File: src/rtl/reg_writeback_queue.sv
// In-order writeback FIFO that drains one entry per cycle into the register file, with decode-side forwarding under `WB_FORWARD_EN.
// An accepted write reaches the write port the next cycle at the earliest; wb_ready is low only when full, and hold stalls the drain.
module reg_writeback_queue #(
   parameter int DEPTH = 4
) (
   input  logic                     clk,
   input  logic                     reset,
   input  logic                     wb_valid,
   input  logic [4:0]               wb_addr,
   input  logic [31:0]              wb_data,
   output logic                     wb_ready,
   input  logic                     hold,
   output logic [4:0]               write_addr,
   output logic [31:0]              write_data,
   output logic                     reg_write,
   input  logic [4:0]               fwd_addr_1,
   input  logic [4:0]               fwd_addr_2,
   output logic                     fwd_hit_1,
   output logic                     fwd_hit_2,
   output logic [31:0]              fwd_data_1,
   output logic [31:0]              fwd_data_2,
   output logic [$clog2(DEPTH):0]   count
);
   localparam int AW = $clog2(DEPTH);
   localparam int CW = AW + 1;
   localparam logic [CW-1:0] FULL = CW'(DEPTH);

   logic [4:0]    addr_q [DEPTH];
   logic [31:0]   data_q [DEPTH];
   logic [AW-1:0] head_q, head_d, tail_q, tail_d;
   logic [CW-1:0] count_q, count_d;
   logic          push, pop;

   assign wb_ready = (count_q < FULL);
   // Writes to $0 complete the handshake but are dropped here.
   assign push     = wb_valid && wb_ready && (wb_addr != 5'd0);
   assign pop      = (count_q != '0) && !hold;

   assign reg_write  = pop;
   assign write_addr = (count_q != '0) ? addr_q[head_q] : 5'd0;
   assign write_data = (count_q != '0) ? data_q[head_q] : 32'd0;
   assign count      = count_q;

   always_comb begin
      head_d  = head_q;
      tail_d  = tail_q;
      count_d = count_q;
      if (push) tail_d = tail_q + AW'(1);
      if (pop)  head_d = head_q + AW'(1);
      case ({push, pop})
         2'b10:   count_d = count_q + CW'(1);
         2'b01:   count_d = count_q - CW'(1);
         default: count_d = count_q;
      endcase
   end

   always_ff @(posedge clk or posedge reset) begin
      if (reset) begin
         head_q  <= '0;
         tail_q  <= '0;
         count_q <= '0;
      end else begin
         head_q  <= head_d;
         tail_q  <= tail_d;
         count_q <= count_d;
      end
   end

   always_ff @(posedge clk) begin
      if (push) begin
         addr_q[tail_q] <= wb_addr;
         data_q[tail_q] <= wb_data;
      end
   end

`ifdef WB_FORWARD_EN
   logic [AW-1:0] idx;
   logic          hit1, hit2;
   logic [31:0]   dat1, dat2;

   // Walk entries oldest to newest so the newest match overwrites older ones.
   always_comb begin
      idx  = head_q;
      hit1 = 1'b0;
      hit2 = 1'b0;
      dat1 = 32'd0;
      dat2 = 32'd0;
      for (int i = 0; i < DEPTH; i++) begin
         idx = head_q + AW'(i);
         if (CW'(i) < count_q) begin
            if (addr_q[idx] == fwd_addr_1) begin
               hit1 = 1'b1;
               dat1 = data_q[idx];
            end
            if (addr_q[idx] == fwd_addr_2) begin
               hit2 = 1'b1;
               dat2 = data_q[idx];
            end
         end
      end
   end

   assign fwd_hit_1  = hit1 && (fwd_addr_1 != 5'd0);
   assign fwd_hit_2  = hit2 && (fwd_addr_2 != 5'd0);
   assign fwd_data_1 = fwd_hit_1 ? dat1 : 32'd0;
   assign fwd_data_2 = fwd_hit_2 ? dat2 : 32'd0;
`else
   logic unused_fwd;
   assign unused_fwd = ^{fwd_addr_1, fwd_addr_2};
   assign fwd_hit_1  = 1'b0;
   assign fwd_hit_2  = 1'b0;
   assign fwd_data_1 = 32'd0;
   assign fwd_data_2 = 32'd0;
`endif

endmodule

File: config.mk
export PLATFORM = sky130hd
export DESIGN_NAME = reg_writeback_queue
export DESIGN_NICKNAME = d
export VERILOG_FILES = /design/src/rtl/reg_writeback_queue.sv
export SDC_FILE = /design/constraint.sdc
export NUM_CORES = 1
export LEC_CHECK = 0
export BUFFER_PORTS_ARGS = -buffer_cell sky130_fd_sc_hd__buf_4
export CAP_MARGIN = 15
export CORE_MARGIN = 10
export CORE_UTILIZATION = 40
export CTS_CLUSTER_SIZE = 8
export DETAILED_ROUTE_END_ITERATION = 8
export GPL_ROUTABILITY_DRIVEN = 0
export PLACE_DENSITY = 0.74
export SLEW_MARGIN = 20
export SYNTH_ARGS = -nofsm -noshare
export SYNTH_HDL_FRONTEND = slang
export SYNTH_SLANG_ARGS = --single-unit
File: constraint.sdc
create_clock -name clk -period 6 [get_ports clk]
set_input_delay 0.3 -clock clk [delete_from_list [all_inputs] [get_ports clk]]
set_output_delay 0.3 -clock clk [all_outputs]
set_load 0.05 [all_outputs]
==> metrics.log, run 1 <==
[metrics] worst IR drop on VDD: 0.0004533 V
[metrics] H-tree depth: 4
[metrics] Period Utilization, post-route: 50.10%
[metrics] total setup violations reported at the end of the flow: 0
[metrics] Max Slew Vio Count: 0
[metrics] Nets: 489
[metrics] core region area: 15940 µm²
[metrics] number of buffers inserted by post-CTS setup repair: 0
[metrics] maximum buffer depth of the clock tree: 2
[metrics] antenna violations before repair: 0
[metrics] Seq cells post-synth: 155
[metrics] leading cell types by total area after synthesis: sky130_fd_sc_hd__edfxtp_1 (68%), sky130_fd_sc_hd__mux4_2 (13%), sky130_fd_sc_hd__buf_4 (7.8%)
[metrics] routed vias/inst: 4.608
[metrics] worst setup path category: flip-flop to output port
[metrics] number of clock sinks: 155
[metrics] initial core utilization: 40.92%
[metrics] type of element capturing the critical path: output port
[metrics] hold violation total from the final report: 0
[metrics] IO Count: 159
[metrics] highest clock rate: 332.7 MHz
[metrics] overall routing resource usage: 11.73%
[metrics] transition time of the tightest slew-check pin: 1047 ps
[metrics] insertion delay to the later sink of the worst-skew pair: 410 ps
[metrics] element type at the critical path start: flip-flop
[metrics] P&R area growth vs syn: 17.89%
[metrics] Syn Inst Count: 340
[metrics] minimum setup slack among reg-to-reg paths: 3750 ps
[metrics] hold worst-path end: data_q[2][27]
[metrics] Clk pin slew, worst setup/hold paths: 60 ps
[metrics] pin count of the biggest net entering global routing: 40
[metrics] worst slack on hold paths: 82.45 ps
[metrics] endpoint arrival time on the critical path: 2710 ps
[metrics] Die Area: 21820 µm²
[metrics] Port Buffers: 82
[metrics] DIE WIDTH: 147.7 µm
[metrics] GRT overflow: 0
[metrics] share of the yosys chip area belonging to registers: 70.81%
[metrics] post-synthesis cell type with the largest combined area: sky130_fd_sc_hd__edfxtp_1
[metrics] run status: completed
[metrics] total placed instance area: 7108 µm²
[metrics] count of cells along the worst hold path: 1
[metrics] WL final: 12470 µm
[metrics] Finished Layout Cells: 661
[metrics] Row Count: 46
[metrics] PwrDens: 569.1 nW/µm²
[metrics] netlist area before placement: 6524 µm²
[metrics] number of vias after detailed routing: 3046
[metrics] mean area per synthesized cell: 19.19 µm²
[metrics] DRC violations left: 0
[metrics] Yosys warning total: 0
[metrics] final-layout setup total negative slack: 0 ps
[metrics] worst hold path startpoint: wb_data[27]
[metrics] height of the die: 147.7 µm
[metrics] number of library cell types mapped by synthesis: 22
[metrics] worst max-slew margin expressed relative to the limit: 30.21%
[metrics] DRT antenna net count: 0
[metrics] RSZ-0062 raised after global routing: no
[metrics] total clock buffers created by CTS: 17
[metrics] path type of the worst min-delay path: primary input to flip-flop
[metrics] worst r2r src: count[0]
[metrics] drt wl/cell: 18.87 µm
[metrics] Starting DRT DRC Count: 190
[metrics] first-pass iteration count of the detailed router: 4
[metrics] final worst path period need: 3006 ps
[metrics] r2r endpoint: count[2]
[metrics] Antenna Cells: 0
[metrics] number of violations of the max-capacitance limit: 0
[metrics] first-pass GRT wire length: 19680 µm
[metrics] share of Yosys cell area claimed by the top area cell type: 68.12%
[metrics] placed insts: 627
[metrics] clock tree from TritonCTS: done
[metrics] summed area of non-filler cells in the final layout: 7691 µm²
[metrics] via count of the first global-routing pass: 3572
[metrics] post-route clock skew: 7.416 ps
[metrics] CTS root buffer: sky130_fd_sc_hd__clkbuf_16
[metrics] fraction of layout instances using a drive strength above 1: 35.51%
[metrics] largest fanout on the critical path: 21
[metrics] cell depth of the worst flop-to-flop path: 9
[metrics] Required @ worst endpoint: 5700 ps
[metrics] leakage: 2.806 nW
==> what timing repair did <==
| item | 4_1_cts | 5_1_grt |
|---|---|---|
| resized for setup | 0 | 0 |
| hold buffers | 1 | 0 |
| endpoints found under the hold margin | 7 | 0 |
==> metrics by stage <==
step                worst slack [ps]  util (%)  total power (W)
global placement                3339     44.58         0.003405
CTS                             2890     48.10         0.004438
detailed placement              3350     44.58         0.003441
global route                    2765     48.24         0.004580
finish                          2994     48.24         0.004377
floorplan                       3033         -         0.002929
==> Yosys cell counts (all sizes together) <==
cell type  count
mux2           1
fa             1
mux2i          1
xor2           3
conb           1
mux4          37
nor3           1
edfxtp       148
and2           4
nor2b         37
xnor2          3
ha             5
or3            1
nor3b          1
dfrtp          7
clkbuf         4
buf           74
inv            8
o311a          1
nor2           2
==> flip-flops by register name (all words and copies together) (netlist names) <==
register	flops
addr_q	20
head_q	2
count	3
tail_q	2
data_q	128
==> where the power goes <==
group	internal, W	switching, W
registers	0.00136	0.000144
clock network	0.000599	0.000396
logic	0.000658	0.00122
total	0.00262	0.00176
==> worst max-delay path, cell delays in order (launching register included) <==
cell	delay, ps
sky130_fd_sc_hd__dfrtp_2	840
sky130_fd_sc_hd__buf_4	490
sky130_fd_sc_hd__mux4_2	550
sky130_fd_sc_hd__nor2b_1	150
sky130_fd_sc_hd__buf_4	220
==> worst max-delay path by stage <==
| stage | to | start | slack [ps] | cells after the start |
|---|---|---|---|---|
| after floorplan | count[2] | count[0] | 3030 | 9 |
| final | write_data[28] | head_q[0] | 2990 | 4 |
| after detailed placement | write_data[25] | head_q[0] | 3350 | 4 |
| after global placement | write_data[25] | head_q[0] | 3340 | 4 |
| after CTS | write_data[28] | head_q[0] | 2890 | 4 |
| after global routing | write_data[28] | head_q[0] | 2760 | 4 |
==> layout make-up <==
type                       count  area [µm²]
tap                          216       270.3
clock inverter                 8       68.82
sequential                   155        4622
multi-input combinational    164        1558
inverter                       8       30.03
timing repair buffer          86       660.6
fill                        1331        8252
clock buffer                  24       481.7
==> routing by layer <==
layer  share of wire, %  vias up  global-route usage (%)  wire length (µm)
met3                9.1       18                   5.250              1132
met1                 40     1556                   12.69              4977
met5                  0        -                       0                 0
met4                1.8        0                   5.847               229
met2                 49      128                   19.18              6130
li1                   -     1344                       -                 -
==> cells in the final DEF (no fill, tap or decap), drive strengths merged <==
| master | Yosys | final |
|---|---|---|
| edfxtp | 148 | 148 |
| buf | 74 | 85 |
| conb | 1 | 66 |
| mux4 | 37 | 37 |
| nor2b | 37 | 37 |
| clkbuf | 4 | 24 |
| inv | 8 | 8 |
| dfrtp | 7 | 7 |
| ha | 5 | 5 |
| clkinv | 0 | 5 |
| and2 | 4 | 4 |
| xnor2 | 3 | 3 |
| xor2 | 3 | 3 |
| nor2 | 2 | 2 |
| clkinvlp | 0 | 2 |
| mux2i | 1 | 1 |
| or3 | 1 | 1 |
| o311a | 1 | 1 |
| nor3 | 1 | 1 |
| mux2 | 1 | 1 |
| nor3b | 1 | 1 |
| fa | 1 | 1 |
| bufinv | 0 | 1 |
| dlygate4sd3 | 0 | 1 |
==> kinds of logic after synthesis <==
| family | share of synthesized area (%) |
|---|---|
| compound gates | 0.3260 |
| xor+xnor | 0.8057 |
| fa+ha+maj | 1.266 |
| buf+inv | 9.168 |
| flops | 70.81 |
| mux | 13.16 |
| other cells | 0.05748 |
| simple gates | 4.411 |
Power figures use the tool's default switching activity.
==> run 2: changes to the inputs <==
--- a/config.mk
+++ b/config.mk
@@ -5,6 +5,7 @@
 export SDC_FILE = /design/constraint.sdc
 export NUM_CORES = 1
 export LEC_CHECK = 0
+export ABC_AREA = 1
 export BUFFER_PORTS_ARGS = -buffer_cell sky130_fd_sc_hd__buf_4
 export CAP_MARGIN = 15
 export CORE_MARGIN = 10
@@ -12,7 +13,7 @@
 export CTS_CLUSTER_SIZE = 8
 export DETAILED_ROUTE_END_ITERATION = 8
 export GPL_ROUTABILITY_DRIVEN = 0
-export PLACE_DENSITY = 0.74
+export PLACE_DENSITY = 0.73
 export SLEW_MARGIN = 20
 export SYNTH_ARGS = -nofsm -noshare
 export SYNTH_HDL_FRONTEND = slang
==> constraint.sdc (replaced) <==
create_clock -name clk -period 3.05 [get_ports clk]
set_input_delay 0.1525 -clock clk [delete_from_list [all_inputs] [get_ports clk]]
set_output_delay 0.1525 -clock clk [all_outputs]
set_load 0.05 [all_outputs]
==> run 2 against run 1 <==
Effect of this change:
- non-clock buffer count increased by 46
- core utilization is 1.1 points higher
- largest cell class unchanged
- count of clock-buffer cells in the layout fell by 6
- register-to-register slack worse by 2900 ps
- synthesized area is 11% higher
- total power increased by 120%
- sequential share of layout area is 7.8 points lower
- global-route usage rose by 1.3 points
- critical path type unchanged
- via count grew 56%
- routed wire length is 22% higher
- cell count increased by 63%
- largest power group unchanged
- synthesized cell count grew 110%
==> metrics.log, run 2 <==
[metrics] Main synth FF type: sky130_fd_sc_hd__edfxtp_1
[metrics] Filler Cells Inserted: 1570
[metrics] share of the yosys chip area belonging to registers: 63.71%
[metrics] post-synthesis cell type with the largest combined area: sky130_fd_sc_hd__edfxtp_1
[metrics] first-pass iteration count of the detailed router: 5
[metrics] leading cell types by total area after synthesis: sky130_fd_sc_hd__edfxtp_1 (61%), sky130_fd_sc_hd__inv_1 (8.5%), sky130_fd_sc_hd__nand2_1 (8.4%)
[metrics] number of vias after detailed routing: 4747
[metrics] number of buffers inserted by post-CTS setup repair: 0
[metrics] total clock buffers created by CTS: 17
[metrics] Starting DRT DRC Count: 261
[metrics] transition time of the tightest slew-check pin: 853.2 ps
[metrics] Switching Fraction: 45.54%
[metrics] Die Area: 23910 µm²
[metrics] utilization after layout: 49.36%
[metrics] library cell with the highest instance count after synthesis: sky130_fd_sc_hd__inv_1
[metrics] Port Buffers: 82
[metrics] netlist area before placement: 7251 µm²
[metrics] via count of the first global-routing pass: 4933
[metrics] Finished Layout Cells: 1079
[metrics] most frequent standard cell in the layout excluding fill and tap cells: sky130_fd_sc_hd__inv_1
[metrics] Seq pwr share: 29.3%
[metrics] DRC violations left: 0
[metrics] H-tree depth: 4
[metrics] antenna violations before repair: 0
[metrics] Nets: 894
[metrics] number of clock sinks: 155
[metrics] max FFs per register: 128
[metrics] insertion delay to the later sink of the worst-skew pair: 420 ps
[metrics] Syn Inst Count: 714
[metrics] run status: completed
[metrics] Antenna Cells: 0
[metrics] element type at the critical path start: flip-flop
[metrics] power spent charging and discharging nets: 0.004349 W
[metrics] type of element capturing the critical path: output port
[metrics] core region area: 17900 µm²
[metrics] maximum buffer depth of the clock tree: 2
[metrics] share of Yosys cell area claimed by the top area cell type: 61.29%
[metrics] PwrDens: 1080 nW/µm²
[metrics] Post-CTS Hold Buffers: 38
[metrics] drt wl/cell: 14.13 µm
[metrics] DRT antenna net count: 0
[metrics] part of the power in the clock network: 21.9%
[metrics] most used standard cells in the synthesized netlist: sky130_fd_sc_hd__inv_1 (165), sky130_fd_sc_hd__nand2_1 (163), sky130_fd_sc_hd__edfxtp_1 (148)
[metrics] mean area per synthesized cell: 10.16 µm²
[metrics] DIE WIDTH: 154.6 µm
[metrics] leakage: 4.078 nW
[metrics] Seq cells post-synth: 155
[metrics] number of violations of the max-capacitance limit: 0
[metrics] final-layout setup total negative slack: 0 ps
[metrics] Max Slew Vio Count: 0
[metrics] GRT overflow: 0
[metrics] Period Utilization, post-route: 75.43%
[metrics] initial core utilization: 40.50%
[metrics] Row Count: 49
[metrics] height of the die: 154.6 µm
[metrics] total power: 0.009549 W
[metrics] final worst path period need: 2301 ps
[metrics] worst hold path startpoint: hold
[metrics] r2r endpoint: data_q[0][28]
[metrics] number of synthesized flops with an enable pin: 148
[metrics] Yosys warning total: 0
[metrics] CTS root buffer: sky130_fd_sc_hd__clkbuf_16
[metrics] count of cells along the worst hold path: 4
[metrics] placed insts: 1009
[metrics] post-route clock skew: 6.626 ps
[metrics] portion of total power attributed to combinational logic: 48.8%
[metrics] worst IR drop on VDD: 0.0009914 V
[metrics] pin count of the biggest net entering global routing: 76
[metrics] IO Count: 159
[metrics] cell depth of the worst flop-to-flop path: 4
[metrics] RSZ-0062 raised after global routing: no
[metrics] number of library cell types mapped by synthesis: 19
[metrics] worst setup path startpoint: head_q[0]
[metrics] top library cells by usage in the layout, fill and taps aside: sky130_fd_sc_hd__inv_1 (165), sky130_fd_sc_hd__nand2_1 (163), sky130_fd_sc_hd__edfxtp_1 (148)
[metrics] register name with the most flops: data_q
[metrics] largest fanout on the critical path: 75
[metrics] routed vias/inst: 4.399
[metrics] worst setup path category: flip-flop to output port
[metrics] clock tree from TritonCTS: done
[metrics] worst r2r src: count[2]
[metrics] P&R area growth vs syn: 21.88%
[metrics] ys async rst share: 4.516%
[metrics] highest clock rate: 434.7 MHz
[metrics] min setup slack post-route: 749.3 ps
[metrics] pre-CTS worst setup slack: 874.1 ps
[metrics] HPWL reported at the end of detailed placement: 9437 µm
[metrics] overall routing resource usage: 13.06%
[metrics] Resized cells post-CTS: 0
[metrics] minimum setup slack among reg-to-reg paths: 870 ps
[metrics] Required @ worst endpoint: 2900 ps
[metrics] total setup violations reported at the end of the flow: 0
[metrics] Clk pin slew, worst setup/hold paths: 60 ps
[metrics] endpoint arrival time on the critical path: 2150 ps
[metrics] hold worst-path end: head_q[1]
[metrics] worst max-slew margin expressed relative to the limit: 43.12%
[metrics] first-pass GRT wire length: 24650 µm
[metrics] internal power: 0.005200 W
[metrics] fraction of layout instances using a drive strength above 1: 15.65%
[metrics] hold violation total from the final report: 0
[metrics] path type of the worst min-delay path: primary input to flip-flop
[metrics] WL final: 15250 µm
-- run 2: logic make-up after synthesis --
logic type	synth area share, %
simple gates	14.34
fa+ha+maj	1.139
compound gates	2.692
buf+inv	17.83
flops	63.71
xor+xnor	0.2416
other cells	0.05172
-- run 2: metal layers --
| metal | vias up | global-route usage [%] | part of all wire, % |
|---|---|---|---|
| met3 | 29 | 5.491 | 9.0 |
| li1 | 2351 | - | - |
| met2 | 164 | 21.19 | 48 |
| met1 | 2203 | 14.49 | 41 |
| met4 | 0 | 6.388 | 2.2 |
| met5 | - | 0 | 0 |
-- run 2: per-stage QoR --
stage          cell area (µm²)  hold slack, ps
3_5_place_dp              7858           127.1
3_3_place_gp              7858           108.3
6_report                  8837           71.80
2_1_floorplan             7495          -44.10
5_1_grt                   8837           78.44
4_1_cts                   8837           55.36
-- run 2: power groups by stage --
stage               sequential, W  clock, W  combinational, W
floorplan                 0.00291         0           0.00337
global placement          0.00284         0           0.00461
detailed placement        0.00284         0           0.00468
CTS                       0.00280   0.00214           0.00473
global route              0.00283   0.00223           0.00505
finish                    0.00280   0.00209           0.00466
-- run 2: worst max-delay path by stage --
stage,end,cells after the start
5_1_grt,write_data[10],6
4_1_cts,write_addr[0],4
6_report,write_data[6],6
3_3_place_gp,data_q[0][29],4
3_5_place_dp,data_q[0][29],4
2_1_floorplan,addr_q[0][0],3
-- run 2: final cells by class --
cell class / instances / area [µm²] / share of cell area, %
flip-flops and latches: 155 / 4622 / 52.30
multi-input cells: 363 / 1613 / 18.25
repair buffers: 132 / 1086 / 12.29
inverters: 168 / 630.6 / 7.136
clock buffers: 18 / 429.2 / 4.856
well taps: 229 / 286.5 / 3.242
clock inverters: 14 / 170.2 / 1.926
-- run 2: critical path, cell delays in order, from the launching register on --
cell                      delay, ps
sky130_fd_sc_hd__dfrtp_2        410
sky130_fd_sc_hd__inv_2           50
sky130_fd_sc_hd__buf_4          660
sky130_fd_sc_hd__nand2_1        130
sky130_fd_sc_hd__nand3_1        110
sky130_fd_sc_hd__a21oi_1        110
sky130_fd_sc_hd__buf_4          250
==> run 3: changes to the inputs <==
--- a/config.mk
+++ b/config.mk
@@ -5,7 +5,7 @@
 export SDC_FILE = /design/constraint.sdc
 export NUM_CORES = 1
 export LEC_CHECK = 0
-export ABC_AREA = 1
+export ABC_AREA = 0
 export BUFFER_PORTS_ARGS = -buffer_cell sky130_fd_sc_hd__buf_4
 export CAP_MARGIN = 15
 export CORE_MARGIN = 10
@@ -13,7 +13,7 @@
 export CTS_CLUSTER_SIZE = 8
 export DETAILED_ROUTE_END_ITERATION = 8
 export GPL_ROUTABILITY_DRIVEN = 0
-export PLACE_DENSITY = 0.73
+export PLACE_DENSITY = 0.74
 export SLEW_MARGIN = 20
 export SYNTH_ARGS = -nofsm -noshare
 export SYNTH_HDL_FRONTEND = slang
==> constraint.sdc (replaced) <==
create_clock -name clk -period 2.2 [get_ports clk]
set_input_delay 0.11 -clock clk [delete_from_list [all_inputs] [get_ports clk]]
set_output_delay 0.11 -clock clk [all_outputs]
set_load 0.05 [all_outputs]
==> run 3 against run 2 <==
Effect of this change:
- critical endpoint is now count[2]
- via count decreased by 34%
- die area is 8.8% lower
- largest cell class unchanged
- critical path type is now primary input to flip-flop
- first-iteration DRC count down 31%
- routed wire length decreased by 18%
- clock power increased by 36%
- worst hold slack lost 48 ps
==> metrics.log, run 3 (same netlist as run 1, synthesis figures left out) <==
[metrics] DIE WIDTH: 147.7 µm
[metrics] cell depth of the worst flop-to-flop path: 3
[metrics] worst setup path category: primary input to flip-flop
[metrics] DRC violations left: 0
[metrics] path type of the worst min-delay path: primary input to flip-flop
[metrics] first-pass GRT wire length: 19670 µm
[metrics] H-tree depth: 4
[metrics] total placed instance area: 7186 µm²
[metrics] Antenna Cells: 0
[metrics] GRT overflow: 0
[metrics] DRT antenna net count: 0
[metrics] first-pass iteration count of the detailed router: 4
[metrics] maximum buffer depth of the clock tree: 2
[metrics] count of cells along the worst hold path: 3
[metrics] Port Buffers: 82
[metrics] cell class contributing the biggest share of worst-path delay: buffers and inverters
[metrics] RSZ-0062 raised after global routing: yes
[metrics] type of element capturing the critical path: flip-flop
[metrics] worst max-slew margin expressed relative to the limit: 30.85%
[metrics] most frequent standard cell in the layout excluding fill and tap cells: sky130_fd_sc_hd__edfxtp_1
[metrics] Filler Cells Inserted: 1252
[metrics] worst hold path startpoint: hold
[metrics] clock tree from TritonCTS: done
[metrics] fraction of layout instances using a drive strength above 1: 34.85%
[metrics] number of clock sinks: 155
[metrics] Starting DRT DRC Count: 181
[metrics] CTS root buffer: sky130_fd_sc_hd__clkbuf_16
[metrics] height of the die: 147.7 µm
[metrics] minimum setup slack among reg-to-reg paths: 190 ps
[metrics] Period Utilization, post-route: 97.89%
[metrics] highest clock rate: 464.4 MHz
[metrics] post-route clock skew: 8.425 ps
[metrics] transition time of the tightest slew-check pin: 1037 ps
[metrics] Clk pin slew, worst setup/hold paths: 60 ps
[metrics] register name with the most flops: data_q
[metrics] worst r2r src: count[2]
[metrics] Nets: 529
[metrics] max FFs per register: 128
[metrics] utilization after layout: 51.32%
[metrics] worst slack on hold paths: 24.18 ps
[metrics] total clock buffers created by CTS: 17
[metrics] PwrDens: 1503 nW/µm²
[metrics] core region area: 15940 µm²
[metrics] top library cells by usage in the layout, fill and taps aside: sky130_fd_sc_hd__edfxtp_1 (148), sky130_fd_sc_hd__buf_4 (83), sky130_fd_sc_hd__conb_1 (66)
[metrics] WL final: 12460 µm
[metrics] P&R area growth vs syn: 25.41%
[metrics] initial core utilization: 40.92%
[metrics] Max Slew Vio Count: 0
[metrics] run status: completed
[metrics] number of violations of the max-capacitance limit: 0
[metrics] hold violation total from the final report: 0
[metrics] endpoint arrival time on the critical path: 2490 ps
[metrics] routed vias/inst: 4.498
[metrics] IO Count: 159
[metrics] Die Area: 21820 µm²
[metrics] element type at the critical path start: primary input
[metrics] final worst path period need: 2154 ps
[metrics] delay of the slowest cell on the worst path: 550 ps
[metrics] total setup violations reported at the end of the flow: 0
[metrics] number of vias after detailed routing: 3153
[metrics] overall routing resource usage: 11.72%
[metrics] cell chain of the critical path: dlygate4sd3_1 > buf_6 > or3_4 > o311a_4 > inv_4 > ha_4 > inv_1 > fa_2 > xor2_1 > nor2_1 > xnor2_1
[metrics] drt wl/cell: 17.77 µm
[metrics] number of buffers and inverters on the critical path: 4
[metrics] largest fanout on the critical path: 6
[metrics] Required @ worst endpoint: 2530 ps
[metrics] worst IR drop on VDD: 0.001304 V
[metrics] pin count of the biggest net entering global routing: 39
[metrics] leakage: 2.991 nW
[metrics] summed area of non-filler cells in the final layout: 8182 µm²
[metrics] via count of the first global-routing pass: 3595
[metrics] cell at the slowest stage of the critical path: sky130_fd_sc_hd__dlygate4sd3_1
[metrics] antenna violations before repair: 0
[metrics] r2r endpoint: data_q[2][22]
[metrics] Row Count: 46
[metrics] HPWL reported at the end of detailed placement: 7887 µm
[metrics] insertion delay to the later sink of the worst-skew pair: 420 ps
[metrics] hold worst-path end: head_q[0]
-- run 3: report_power, final --
part	switching (W)	leakage (nW)	internal, W
logic	0.00359	1.30	0.00193
registers	0.000194	1.42	0.00373
clock network	0.00108	0.272	0.00176
-- run 3: stage by stage --
stage	setup slack [ps]	cells	total power, W	setup TNS, ps
2_1_floorplan	7.519	405	0.008037	0
3_3_place_gp	105.0	630	0.009437	0
3_5_place_dp	78.62	630	0.009517	0
4_1_cts	13.29	700	0.01243	0
5_1_grt	-11.64	701	0.01286	-11.64
6_report	46.49	701	0.01230	0
-- run 3: worst reg2reg max path: cells and delay by family, from the launching register on --
| kind | cells | cell delay [ps] |
|---|---|---|
| and+or+nand+nor | 1 | 850 |
| DFF | 1 | 430 |
| buffers and inverters | 1 | 90 |
| AOI/OAI and AO/OA | 1 | 250 |
-- run 3: metal layers --
layer | up-vias | track usage, % | routed length [µm]
li1 | 1423 | - | -
met1 | 1562 | 12.92 | 4880
met2 | 152 | 18.87 | 6108
met3 | 16 | 6.166 | 1333
met4 | 0 | 4.410 | 136
met5 | - | 0 | 0
-- run 3: cell type report --
class | count | area (µm²) | area share, %
flip-flops and latches | 155 | 4628 | 56.57
multi-input cells | 164 | 1590 | 19.44
repair buffers | 126 | 1077 | 13.17
clock buffers | 18 | 429.2 | 5.245
well taps | 216 | 270.3 | 3.303
clock inverters | 14 | 153.9 | 1.881
inverters | 8 | 32.53 | 0.3976
-- run 3: repair_timing --
action                                 CTS  global route
setup endpoints to repair                0            12
hold buffers                            38             0
buffers inserted                         0             1
endpoints found under the hold margin  155             0
resized for setup                        0             9
-- run 3: worst max-delay path by stage --
stage                           from             to  slack, ps  cells past startpoint
after floorplan             count[0]       count[2]          8                      9
after global placement    wb_addr[1]       count[2]        110                     10
after detailed placement  wb_addr[1]       count[2]         80                     10
after CTS                  head_q[0]  write_addr[1]         10                      4
after global routing      wb_addr[3]       count[2]        -10                     11
final                     wb_addr[3]       count[2]         50                     11
